===== config.mk =====
export PLATFORM = sky130hd
export DESIGN_NAME = sim_video_gen_flat
export DESIGN_NICKNAME = d
export VERILOG_FILES = /design/src/rtl/sim_video_gen_if.sv /design/src/rtl/sim_video_gen.sv /design/src/flat_wrapper.sv
export SDC_FILE = /design/constraint.sdc
export NUM_CORES = 1
export LEC_CHECK = 0
export BUFFER_PORTS_ARGS = -buffer_cell sky130_fd_sc_hd__buf_2
export CELL_PAD_IN_SITES_DETAIL_PLACEMENT = 1
export CELL_PAD_IN_SITES_GLOBAL_PLACEMENT = 1
export CORE_UTILIZATION = 45
export CTS_BUF_LIST = sky130_fd_sc_hd__clkbuf_8
export CTS_CLUSTER_SIZE = 24
export DETAILED_ROUTE_END_ITERATION = 6
export PLACE_DENSITY_LB_ADDON = 0.1
export RECOVER_POWER = 100
export SLEW_MARGIN = 0
export SYNTH_ARGS = -nofsm -noshare
export SYNTH_HDL_FRONTEND = slang
export SYNTH_SLANG_ARGS = --single-unit

===== constraint.sdc =====
create_clock -name clk -period 4.65 [get_ports clk]
set_input_delay 0.93 -clock clk [delete_from_list [all_inputs] [get_ports clk]]
set_output_delay 0.93 -clock clk [all_outputs]
set_load 0.05 [all_outputs]

===== src/rtl/sim_video_gen_if.sv =====
// Pixel stream bundle for sim_video_gen: data plus start-of-frame/end markers on valid/ready.
interface sim_video_gen_if #(
  parameter int DATA_W = 8
);
  logic [DATA_W-1:0] vtdata;
  logic              vtvalid;
  logic              vtuser;
  logic              vtlast;
  logic              vtready;

  modport master (output vtdata, output vtvalid, output vtuser, output vtlast, input vtready);
  modport slave  (input vtdata, input vtvalid, input vtuser, input vtlast, output vtready);
endinterface


===== src/rtl/sim_video_gen.sv =====
// Simulation video source: H_ACTIVE x V_ACTIVE frames with programmable beat/line gaps.
// Define SIM_VIDEO_RANDGAP_EN to draw each beat gap from a 16-bit LFSR in 0..BEAT_GAP.
module sim_video_gen #(
  parameter int H_ACTIVE  = 16,
  parameter int V_ACTIVE  = 10,
  parameter int DATA_W    = 8,
  parameter int BEAT_GAP  = 3,
  parameter int LINE_GAP  = 0,
  parameter int LAST_MODE = 0
) (
  input  logic           clk,
  input  logic           rst,
  input  logic           start,
  input  logic [1:0]     mode,
  input  logic [7:0]     frames,
  input  logic           stop,
  output logic           busy,
  output logic           frame_done,
  sim_video_gen_if.master vt
);
  localparam int XW = $clog2(H_ACTIVE);
  localparam int YW = $clog2(V_ACTIVE);
  localparam int GW = $clog2(BEAT_GAP + LINE_GAP + 2);

  typedef enum logic [1:0] {
    S_IDLE   = 2'd0,
    S_ACTIVE = 2'd1,
    S_GAP    = 2'd2
  } state_e;

  state_e            state_q, state_d;
  logic [XW-1:0]     x_q, x_d;
  logic [YW-1:0]     y_q, y_d;
  logic [7:0]        f_q, f_d;
  logic [7:0]        rem_q, rem_d;
  logic [GW-1:0]     gap_q, gap_d;
  logic [1:0]        mode_q, mode_d;
  logic [7:0]        frames_q, frames_d;
  logic              stop_q, stop_d;

  logic              hs_s, x_end_s, y_end_s, frame_end_s, halt_s, active_s;
  logic [GW-1:0]     beat_gap_s, gap_len_s;
  logic [DATA_W-1:0] x_ext_s, y_ext_s, f_ext_s, pix_s;

`ifdef SIM_VIDEO_RANDGAP_EN
  logic [15:0] lfsr_q;

  // Fibonacci LFSR, taps 16,14,13,11
  always_ff @(posedge clk) begin
    if (rst) begin
      lfsr_q <= 16'hACE1;
    end else begin
      lfsr_q <= {lfsr_q[14:0], lfsr_q[15] ^ lfsr_q[13] ^ lfsr_q[12] ^ lfsr_q[10]};
    end
  end

  assign beat_gap_s = GW'(32'(lfsr_q[7:0]) % (BEAT_GAP + 1));
`else
  assign beat_gap_s = GW'(BEAT_GAP);
`endif

  assign active_s    = (state_q == S_ACTIVE);
  assign x_end_s     = (x_q == XW'(H_ACTIVE - 1));
  assign y_end_s     = (y_q == YW'(V_ACTIVE - 1));
  assign hs_s        = active_s && vt.vtready;
  assign frame_end_s = hs_s && x_end_s && y_end_s;
  // A stop raised in the frame-end handshake cycle still ends the run here.
  assign halt_s      = ((frames_q != 8'd0) && (rem_q == 8'd1)) || stop_q || stop;
  assign gap_len_s   = beat_gap_s + (x_end_s ? GW'(LINE_GAP) : {GW{1'b0}});

  // State and counter registers
  always_ff @(posedge clk) begin
    if (rst) begin
      state_q  <= S_IDLE;
      x_q      <= {XW{1'b0}};
      y_q      <= {YW{1'b0}};
      f_q      <= 8'd0;
      rem_q    <= 8'd0;
      gap_q    <= {GW{1'b0}};
      mode_q   <= 2'd0;
      frames_q <= 8'd0;
      stop_q   <= 1'b0;
    end else begin
      state_q  <= state_d;
      x_q      <= x_d;
      y_q      <= y_d;
      f_q      <= f_d;
      rem_q    <= rem_d;
      gap_q    <= gap_d;
      mode_q   <= mode_d;
      frames_q <= frames_d;
      stop_q   <= stop_d;
    end
  end

  // Next-state and counter advance
  always_comb begin
    state_d  = state_q;
    x_d      = x_q;
    y_d      = y_q;
    f_d      = f_q;
    rem_d    = rem_q;
    gap_d    = gap_q;
    mode_d   = mode_q;
    frames_d = frames_q;
    stop_d   = stop_q;
    case (state_q)
      S_IDLE: begin
        if (start) begin
          state_d  = S_ACTIVE;
          mode_d   = mode;
          frames_d = frames;
          rem_d    = frames;
          x_d      = {XW{1'b0}};
          y_d      = {YW{1'b0}};
          f_d      = 8'd0;
          gap_d    = {GW{1'b0}};
          stop_d   = 1'b0;
        end else begin
          state_d = S_IDLE;
        end
      end
      S_ACTIVE: begin
        stop_d = stop_q | stop;
        if (hs_s) begin
          x_d = x_end_s ? {XW{1'b0}} : x_q + 1'b1;
          if (x_end_s) begin
            y_d = y_end_s ? {YW{1'b0}} : y_q + 1'b1;
          end else begin
            y_d = y_q;
          end
          if (frame_end_s) begin
            f_d   = f_q + 8'd1;
            rem_d = (frames_q != 8'd0) ? rem_q - 8'd1 : rem_q;
          end else begin
            f_d   = f_q;
          end
          if (frame_end_s && halt_s) begin
            state_d = S_IDLE;
          end else if (gap_len_s != {GW{1'b0}}) begin
            state_d = S_GAP;
            gap_d   = gap_len_s - 1'b1;
          end else begin
            state_d = S_ACTIVE;
          end
        end else begin
          state_d = S_ACTIVE;
        end
      end
      S_GAP: begin
        stop_d = stop_q | stop;
        if (gap_q == {GW{1'b0}}) begin
          state_d = S_ACTIVE;
        end else begin
          gap_d = gap_q - 1'b1;
        end
      end
      default: state_d = S_IDLE;
    endcase
  end

  assign x_ext_s = DATA_W'(x_q);
  assign y_ext_s = DATA_W'(y_q);
  assign f_ext_s = DATA_W'(f_q);

  // Stream outputs, forced quiet whenever no beat is offered
  always_comb begin
    case (mode_q)
      2'd0:    pix_s = {y_ext_s[DATA_W/2-1:0], x_ext_s[DATA_W/2-1:0]};
      2'd1:    pix_s = x_ext_s;
      2'd2:    pix_s = {DATA_W{x_q[0] ^ y_q[0]}};
      2'd3:    pix_s = f_ext_s;
      default: pix_s = {DATA_W{1'b0}};
    endcase
    vt.vtvalid = active_s;
    vt.vtdata  = active_s ? pix_s : {DATA_W{1'b0}};
    vt.vtuser  = active_s && (x_q == {XW{1'b0}}) && (y_q == {YW{1'b0}});
    vt.vtlast  = active_s && x_end_s && ((LAST_MODE != 0) || y_end_s);
    busy       = (state_q != S_IDLE);
    frame_done = frame_end_s;
  end
endmodule

===== src/flat_wrapper.sv =====
// flat-port wrapper written by rule: the top's interface ports become plain ports
module sim_video_gen_flat 
#(
  parameter int H_ACTIVE  = 16,
  parameter int V_ACTIVE  = 10,
  parameter int DATA_W    = 8,
  parameter int BEAT_GAP  = 3,
  parameter int LINE_GAP  = 0,
  parameter int LAST_MODE = 0
)
  (clk, rst, start, mode, frames, stop, busy, frame_done, vt_vtdata, vt_vtvalid, vt_vtuser, vt_vtlast, vt_vtready);
  sim_video_gen_if #(.DATA_W(DATA_W)) vt_i ();
  input  logic clk;
  input  logic rst;
  input  logic start;
  input  logic [1:0] mode;
  input  logic [7:0] frames;
  input  logic stop;
  output logic busy;
  output logic frame_done;
  output wire logic [$bits(vt_i.vtdata)-1:0] vt_vtdata;
  output wire logic [$bits(vt_i.vtvalid)-1:0] vt_vtvalid;
  output wire logic [$bits(vt_i.vtuser)-1:0] vt_vtuser;
  output wire logic [$bits(vt_i.vtlast)-1:0] vt_vtlast;
  input wire logic [$bits(vt_i.vtready)-1:0] vt_vtready;
  assign vt_vtdata = vt_i.vtdata;
  assign vt_vtvalid = vt_i.vtvalid;
  assign vt_vtuser = vt_i.vtuser;
  assign vt_vtlast = vt_i.vtlast;
  assign vt_i.vtready = vt_vtready;
  sim_video_gen #(.H_ACTIVE(H_ACTIVE), .V_ACTIVE(V_ACTIVE), .DATA_W(DATA_W), .BEAT_GAP(BEAT_GAP), .LINE_GAP(LINE_GAP), .LAST_MODE(LAST_MODE)) u_core (.clk(clk), .rst(rst), .start(start), .mode(mode), .frames(frames), .stop(stop), .busy(busy), .frame_done(frame_done), .vt(vt_i));
endmodule

# [After elaboration in Yosys (flattened, before gate mapping)]
# Cells that the tools add are included.
[totals] regBits=40 input_bits=15 elab_cells=92
[classes] addsub=5 n_eq_ne=16 muxes=31 bitwise=2 n_reduce_logical=29
[op_table] operator="$mux W8" n=8
[op_table] operator="$pmux W8 S2" n=2
[op_table] operator="$pmux W8 S4" n=1
[op_table] operator="$mux W4" n=6
[op_table] operator="$pmux W4 S2" n=2
[op_table] operator="$mux W3" n=4
[op_table] operator="$reduce_and A5 Y1" n=2
[op_table] operator="$logic_and A1 B1 Y1" n=9
[op_table] operator="$pmux W3 S3" n=1
[op_table] operator="$add A4 B1 Y4 const B" n=2
[op_table] operator="$add A8 B1 Y8 const B" n=1
[op_table] operator="$eq A4 B4 Y1 const B" n=2
[op_table] operator="$eq A8 B1 Y1 const B" n=1
[op_table] operator="$logic_not A4 Y1" n=2
[op_table] operator="$ne A2 B1 Y1 const B" n=4
[op_table] operator="$ne A2 B2 Y1 const B" n=4
[op_table] operator="$reduce_and A4 Y1" n=2
[op_table] operator="$reduce_bool A8 Y1" n=1
[op_table] operator="$sub A8 B1 Y8 const B" n=1
[op_table] operator="$eq A2 B2 Y1 const B" n=3
[op_table] operator="$mux W2" n=3
[op_table] operator="$pmux W2 S3" n=1
[op_table] operator="$reduce_bool A2 Y1" n=3
[op_table] operator="$eq A2 B1 Y1 const B" n=2
[op_table] operator="12 further kinds" n=16

# [Longest topological paths before layout]
# Gate-level depths: netlist of the first run.
[logic_depth] depth_word=8 mapped_depth=8 mapped_depth_nobuf=7

# [Least setup slack after synthesis of the first run]
# Ideal clock, no wire load.
[synth_path] path_kind="flip-flop to output port" from="register u_core.state_q[1]" to="output vt_vtuser" t_arrival_ns=3.072 t_required_ns=3.720 path_slack_ns=0.648 stages_incl_launch_ff=7 path_buffers=2 path_cell_list="dfxtp_1 > inv_1 > ha_1 > buf_2 > buf_1 > nand4b_1 > nor4_1"
[synth_between] elab_chain_len=3
[synth_rtl] item="start, declared" line="sim_video_gen.sv:31" source="state_e state_q, state_d;"
[synth_rtl] item="start signal, assigned" line="sim_video_gen.sv:84" source="state_q <= state_d;"
[synth_rtl] item="$eq A2 B1 Y1" line="sim_video_gen.sv:62" source="assign active_s = (state_q == S_ACTIVE);"
[synth_rtl] item="named net vt_vtvalid" line="flat_wrapper.sv:22" source="output wire logic [$bits(vt_i.vtvalid)-1:0] vt_vtvalid;"
[synth_rtl] item="$logic_and A1 B1 Y1 (2 in series)" line="sim_video_gen.sv:177" source="vt.vtuser = active_s && (x_q == {XW{1'b0}}) && (y_q == {YW{1'b0}});"
[synth_rtl] item="end, declared" line="flat_wrapper.sv:23" source="output wire logic [$bits(vt_i.vtuser)-1:0] vt_vtuser;"
# The timed path passes the listed nets, and every way through them passes these cells.

# [Final worst setup path of the first run]
[layout_path] from="register u_core.state_q[1]" to="output frame_done"
[layout_between] elab_chain_len=4
[layout_rtl] item="$eq A2 B1 Y1" line="sim_video_gen.sv:62"
[layout_rtl] item="$logic_and A1 B1 Y1" line="sim_video_gen.sv:65" source="assign hs_s = active_s && vt.vtready;"
[layout_rtl] item="$logic_and A1 B1 Y1 (2 in series)" line="sim_video_gen.sv:66" source="assign frame_end_s = hs_s && x_end_s && y_end_s;"
[layout_rtl] item="end, declared" line="flat_wrapper.sv:20" source="output logic frame_done;"
# Every way passes these cells.

==> results of run 1 <==
## placed cells by master, fill, tap and decap left out, drive strengths merged, types with 4 or more instances in the layout
master	n
clkbuf	20
nand2	39
dfxtp	40
o211ai	6
and3	6
o21ai	10
nor4	5
nand3b	4
xor2	4
nand3	10
nor2	28
inv	16
nor2b	4
ha	14
a211oi	5
nand2b	8
a21oi	43
buf	14
a311oi	6
and2	4
nor3	10
## how the worst max path moves through the flow
stage,start,end,slack (ns),cells past startpoint
final,u_core.state_q[1],frame_done,0.98,7
after global routing,u_core.state_q[1],frame_done,0.76,7
after CTS,u_core.state_q[1],frame_done,1.54,7
after detailed placement,u_core.state_q[1],frame_done,1.87,7
after global placement,u_core.state_q[1],frame_done,1.93,7
after floorplan,u_core.state_q[1],vt_vtuser,0.65,6
## kinds of logic after synthesis
| family | Yosys count | share of synthesized area [%] |
|---|---|---|
| DFF | 40 | 32.4 |
| adders and majority gates | 14 | 7.09 |
| xor gates and xnor gates | 6 | 2.13 |
| and+or+nand+nor | 132 | 27.1 |
| muxes | 1 | 0.405 |
| AOI/OAI and AO/OA | 95 | 25.4 |
| buffers and inverters | 33 | 5.47 |
## power by group
part	switching [uW]	internal, uW
Clock	128	159
Sequential	23.2	361
Combinational	137	69.0
## state kept, by name (all words and copies together) (netlist names)
signal,flops
u_core.f_ext_s,8
u_core.frames_q,8
u_core.gap_q,3
u_core.mode_q,2
u_core.rem_q,8
u_core.state_q,2
u_core.stop_q,1
u_core.x_q,4
u_core.y_q,4
## area by class of cell
type                            instances  area, um2
Clock buffer                            5       68.8
Inverter                               16       60.1
Tap cell                               70       87.6
Sequential cell                        40        801
Multi-Input combinational cell        248       1530
Clock inverter                          3       42.5
Fill cell                             700       2490
Timing Repair Buffer                   29        129
## critical path, stage by stage (launching register included)
cell,delay (ns)
dfxtp_1,0.34
inv_1,0.09
ha_1,0.25
buf_4,0.34
nand4_1,0.18
nor3_1,0.21
clkbuf_1,0.51
clkbuf_1,0.53
## per-layer routing
metal | track usage [%] | wire length, um | vias up
met4 | 6.73 | 56 | 0
met1 | 30.6 | 3140 | 1127
li1 | - | - | 1189
met5 | 0 | 0 | -
met3 | 3.35 | 139 | 6
met2 | 43.1 | 3260 | 29
## per-stage QoR
stage	worst slack, ns	util (%)	power [uW]	hold WS (ns)
6_report	0.983	52.2	877	0.460
5_1_grt	0.764	52.2	923	0.485
3_5_place_dp	1.87	50.6	597	0.451
3_3_place_gp	1.93	50.6	592	0.446
4_1_cts	1.54	52.7	886	0.463
2_1_floorplan	0.648	-	544	0.436
==> flow_summary.yaml, run 1 <==
yosys:
  ys_types: 54
  syn_area_per_cell_um2: 7.69
  synthCells: 321
  yosys_most_used_dff: "dfxtp_1"
  synth_area_leaders: "dfxtp_1, a21oi_1, ha_1"
  synth_edf_count: 0
  ys_seq_area_share_pct: 32.4
  netlist.area_leader.share_pct: 32.4
  yosys.area.top_type: "dfxtp_1"
  synth.most_common_cell: "a21oi_1"
  synth-warning-count: 0
  synth.cells.most_frequent: "a21oi_1, dfxtp_1, nand2_1"
  syn_nets: 350
  async_flop_share_pct: 0
  synth-seq-cells: 40
  syn-cell-area_um2: 2470
route:
  wl_per_cell_um: 16.0
  vias: 2351
  postRouteAntennaNets: 0
  first_pass_iters: 4
  wl_um: 6590
  avgViaCountPerCell: 5.72
  route.detailed.drc: 0
  drt_iter0_drc: 94
timing:
  timing.fmax_mhz: 273
  fin_crit_ns: 3.67
  tns_ns: 0
  min_period_over_period_pct: 78.9
  skew_ns: 0.00497
  grt_setup_unrepaired: "false"
  finalSetupViolCount: 0
  maxSlewViolCount: 44
  worst_pin_slew_ns: 2.01
  max_slew_margin_pct: -34.3
  final-hold-violation-count: 0
clocking:
  clock-sinks: 40
  cts_setup_buffers: 0
  root_buffer: "clkbuf_8"
  cts_hold_buf: 0
  cts_buffer_depth: 2
  numCtsBuffers: 5
  htree_levels: 2
  ctsResizeCount: 0
  clk_pin_slew_ns: 0.08
  cts_tree: "done"
  clk_latency_ns: 0.29
finish:
  drive_gt1_share_pct: 8.50
  nNetsFinal: 369
  syn_to_final_growth_pct: 10.0
  layout.cells.non_filler: 411
  final_cell_area_um2: 2720
  antennaDiodeCount: 0
placement:
  dpl_cell_area_um2: 2630
  hpwl_um: 4710
  dp_cells: 403
  gp_congestion: 0.798
  port_buffers: 27
run_status:
  violations: "max-capacitance violations, max-slew violations"
  status: "finished, violations left"
pwr:
  peakVddDrop_mv: 0.254
  pwr_density_cell_nw_per_um2: 323
  leakage_uw: 0.000995
worst_setup_path:
  cp-end-kind: "output pin"
  r2r_setup_slack_ns: 1.77
  r2r-start: "u_core.state_q[1]"
  cp-start-kind: "flip-flop"
  ff2ff_path_depth: 9
  path_max_fanout: 31
  critPathKind: "flip-flop to output pin"
  worstPathArrival_ns: 2.74
  reg2reg_to: "u_core.f_ext_s[7]"
  required_ns: 3.72
floorplan:
  start_util_pct: 47.5
  std_cell_rows: 26
  io_pins: 28
  dieArea_um2: 5790
  die_h_um: 76.1
  core_area_um2: 5200
  fp.dieW_um: 76.1
grt:
  grt_pass1_wl_um: 11400
  grt_max_degree: 44
  antenna_found_initial: 0
  grt_use_total_pct: 24.2
  grt_overflow: 0
  grt_pass1_vias: 2370
hold_path:
  hold_depth: 2
  holdPathEnd: "u_core.frames_q[6]"
  worstHoldStart: "u_core.frames_q[6]"
  hold_path_class: "flip-flop to flip-flop"
job:
  maxCapViolations: 1
(Power assumes the default switching activity.)
==> inputs of run 2 (changes only) <==
==> constraint.sdc (replaced) <==
create_clock -name clk -period 3.7 [get_ports clk]
set_input_delay 0.74 -clock clk [delete_from_list [all_inputs] [get_ports clk]]
set_output_delay 0.74 -clock clk [all_outputs]
set_load 0.05 [all_outputs]
==> run 2 against run 1 <==
Combinational power up 26%. Via count up 3.9%. Critical path depth down 1. Clock skew up 0.0047 ns. Sequential power up 26%. Design area about the same. Global-route usage up 1.3 points. The flow now finishes without violations. Non-clock buffer count up 1. Sequential cell count unchanged. Die area unchanged. Highest routed layer unchanged. Final cell count up 0.24%. Worst hold slack better by 0.00081 ns.
==> flow_summary.yaml, run 2 (same netlist as run 1, synthesis figures left out) <==
run_status:
  status: "finished clean"
grt:
  grt_busiest_layer: "met2"
  grt_overflow: 0
  grt_use_met1_pct: 31.1
  grt_use_total_pct: 25.6
  grt_max_degree: 44
  gr-usage-met2_pct: 46.3
  grt_pass1_wl_um: 11900
  grt_pass1_vias: 2461
  antenna_found_initial: 0
  grtUsageMet3_pct: 4.31
pwr:
  total_power_uw: 1110
  p_int_uw: 739
  power_frac_seq_pct: 43.4
  peakVddDrop_mv: 0.180
  sw_frac_of_total_pct: 33.6
  switchingPower_uw: 374
  pwr_density_cell_nw_per_um2: 409
  clkPwrFrac_pct: 33.2
  combPwrFrac_pct: 23.3
  leakage_uw: 0.00100
route:
  first_pass_iters: 4
  wl_per_cell_um: 17.1
  drt_iter0_drc: 111
  route.detailed.drc: 0
  avgViaCountPerCell: 5.93
  postRouteAntennaNets: 0
  vias: 2442
  wl_um: 7050
clocking:
  numCtsBuffers: 5
  cts_hold_buf: 0
  clk_pin_slew_ns: 0.08
  cts_tree: "done"
  clock-sinks: 40
  ctsResizeCount: 0
  cts_setup_buffers: 0
  htree_levels: 2
  clk_latency_ns: 0.31
  root_buffer: "clkbuf_8"
  cts_buffer_depth: 2
placement:
  port_buffers: 27
  gp_congestion: 0.787
  dpl_cell_area_um2: 2650
  hpwl_um: 5130
finish:
  nNetsFinal: 370
  drive_gt1_share_pct: 8.77
  final_common_cell: "a21oi_1"
  antennaDiodeCount: 0
  layout_common_cells: "a21oi_1, dfxtp_1, nand2_1"
  final_cell_area_um2: 2720
  syn_to_final_growth_pct: 10.1
timing:
  skew_ns: 0.00964
  max_slew_margin_pct: 45.9
  finalSetupViolCount: 0
  timing.fmax_mhz: 324
  grt_setup_unrepaired: "false"
  maxSlewViolCount: 0
  min_period_over_period_pct: 83.5
  worst_pin_slew_ns: 0.812
  tns_ns: 0
  fin_crit_ns: 3.09
  final-hold-violation-count: 0
floorplan:
  core_area_um2: 5200
  io_pins: 28
  dieArea_um2: 5790
  std_cell_rows: 26
  die_h_um: 76.1
  start_util_pct: 47.5
  fp.dieW_um: 76.1
worst_setup_path:
  critPathKind: "flip-flop to output pin"
  worstPathArrival_ns: 2.35
  cp-end-kind: "output pin"
  path_max_fanout: 13
  cp-start-kind: "flip-flop"
  required_ns: 2.96
  r2r_setup_slack_ns: 0.70
job:
  maxCapViolations: 0
hold_path:
  hold_path_class: "flip-flop to flip-flop"
[run 2: worst paths after layout]
path | start | end | depth (start not counted)
max | u_core.state_q[1] | frame_done | 6
min | u_core.frames_q[5] | u_core.frames_q[5] | 2
max reg2reg | u_core.state_q[1] | u_core.rem_q[1] | 8
min reg2reg | u_core.frames_q[5] | u_core.frames_q[5] | 2
[run 2: area by class of cell]
type | count | area, um2
flip-flops and latches | 40 | 801
well taps | 70 | 87.6
clock inverters | 3 | 42.5
fillers | 673 | 2490
multi-input cells | 248 | 1520
repair buffers | 30 | 138
clock buffers | 5 | 68.8
inverters | 16 | 60.1
[run 2: power by group through the flow]
stage	registers, uW	clock network [uW]	logic, uW
4_1_cts	483	376	267
3_5_place_dp	493	0	264
6_report	484	370	260
3_3_place_gp	491	0	256
2_1_floorplan	481	0	204
5_1_grt	488	392	289
[run 2: per-layer routing]
metal	wire [um]	up-vias	part of all wire, %
met4	57	0	0.81
met5	0	-	0
li1	-	1191	-
met2	3580	44	51
met1	3160	1201	45
met3	251	6	3.6
[run 2: stage by stage]
step                      setup WS (ns)  instances  utilization (%)  hold slack [ns]
final                             0.612        412             52.2            0.461
after global routing              0.482        412             52.2            0.494
after CTS                         0.801        412             53.0            0.463
after detailed placement           1.12        404             50.8            0.452
after global placement             1.22        404             50.8            0.444
after floorplan                   0.458        321                -            0.436
[run 2: worst max-delay path, cell delays in order (launching register included)]
cell and delay, ns:
dfxtp_1 0.33, inv_1 0.12, ha_1 0.41, buf_4 0.27
nand4_1 0.15, nor3_2 0.26, clkbuf_1 0.51
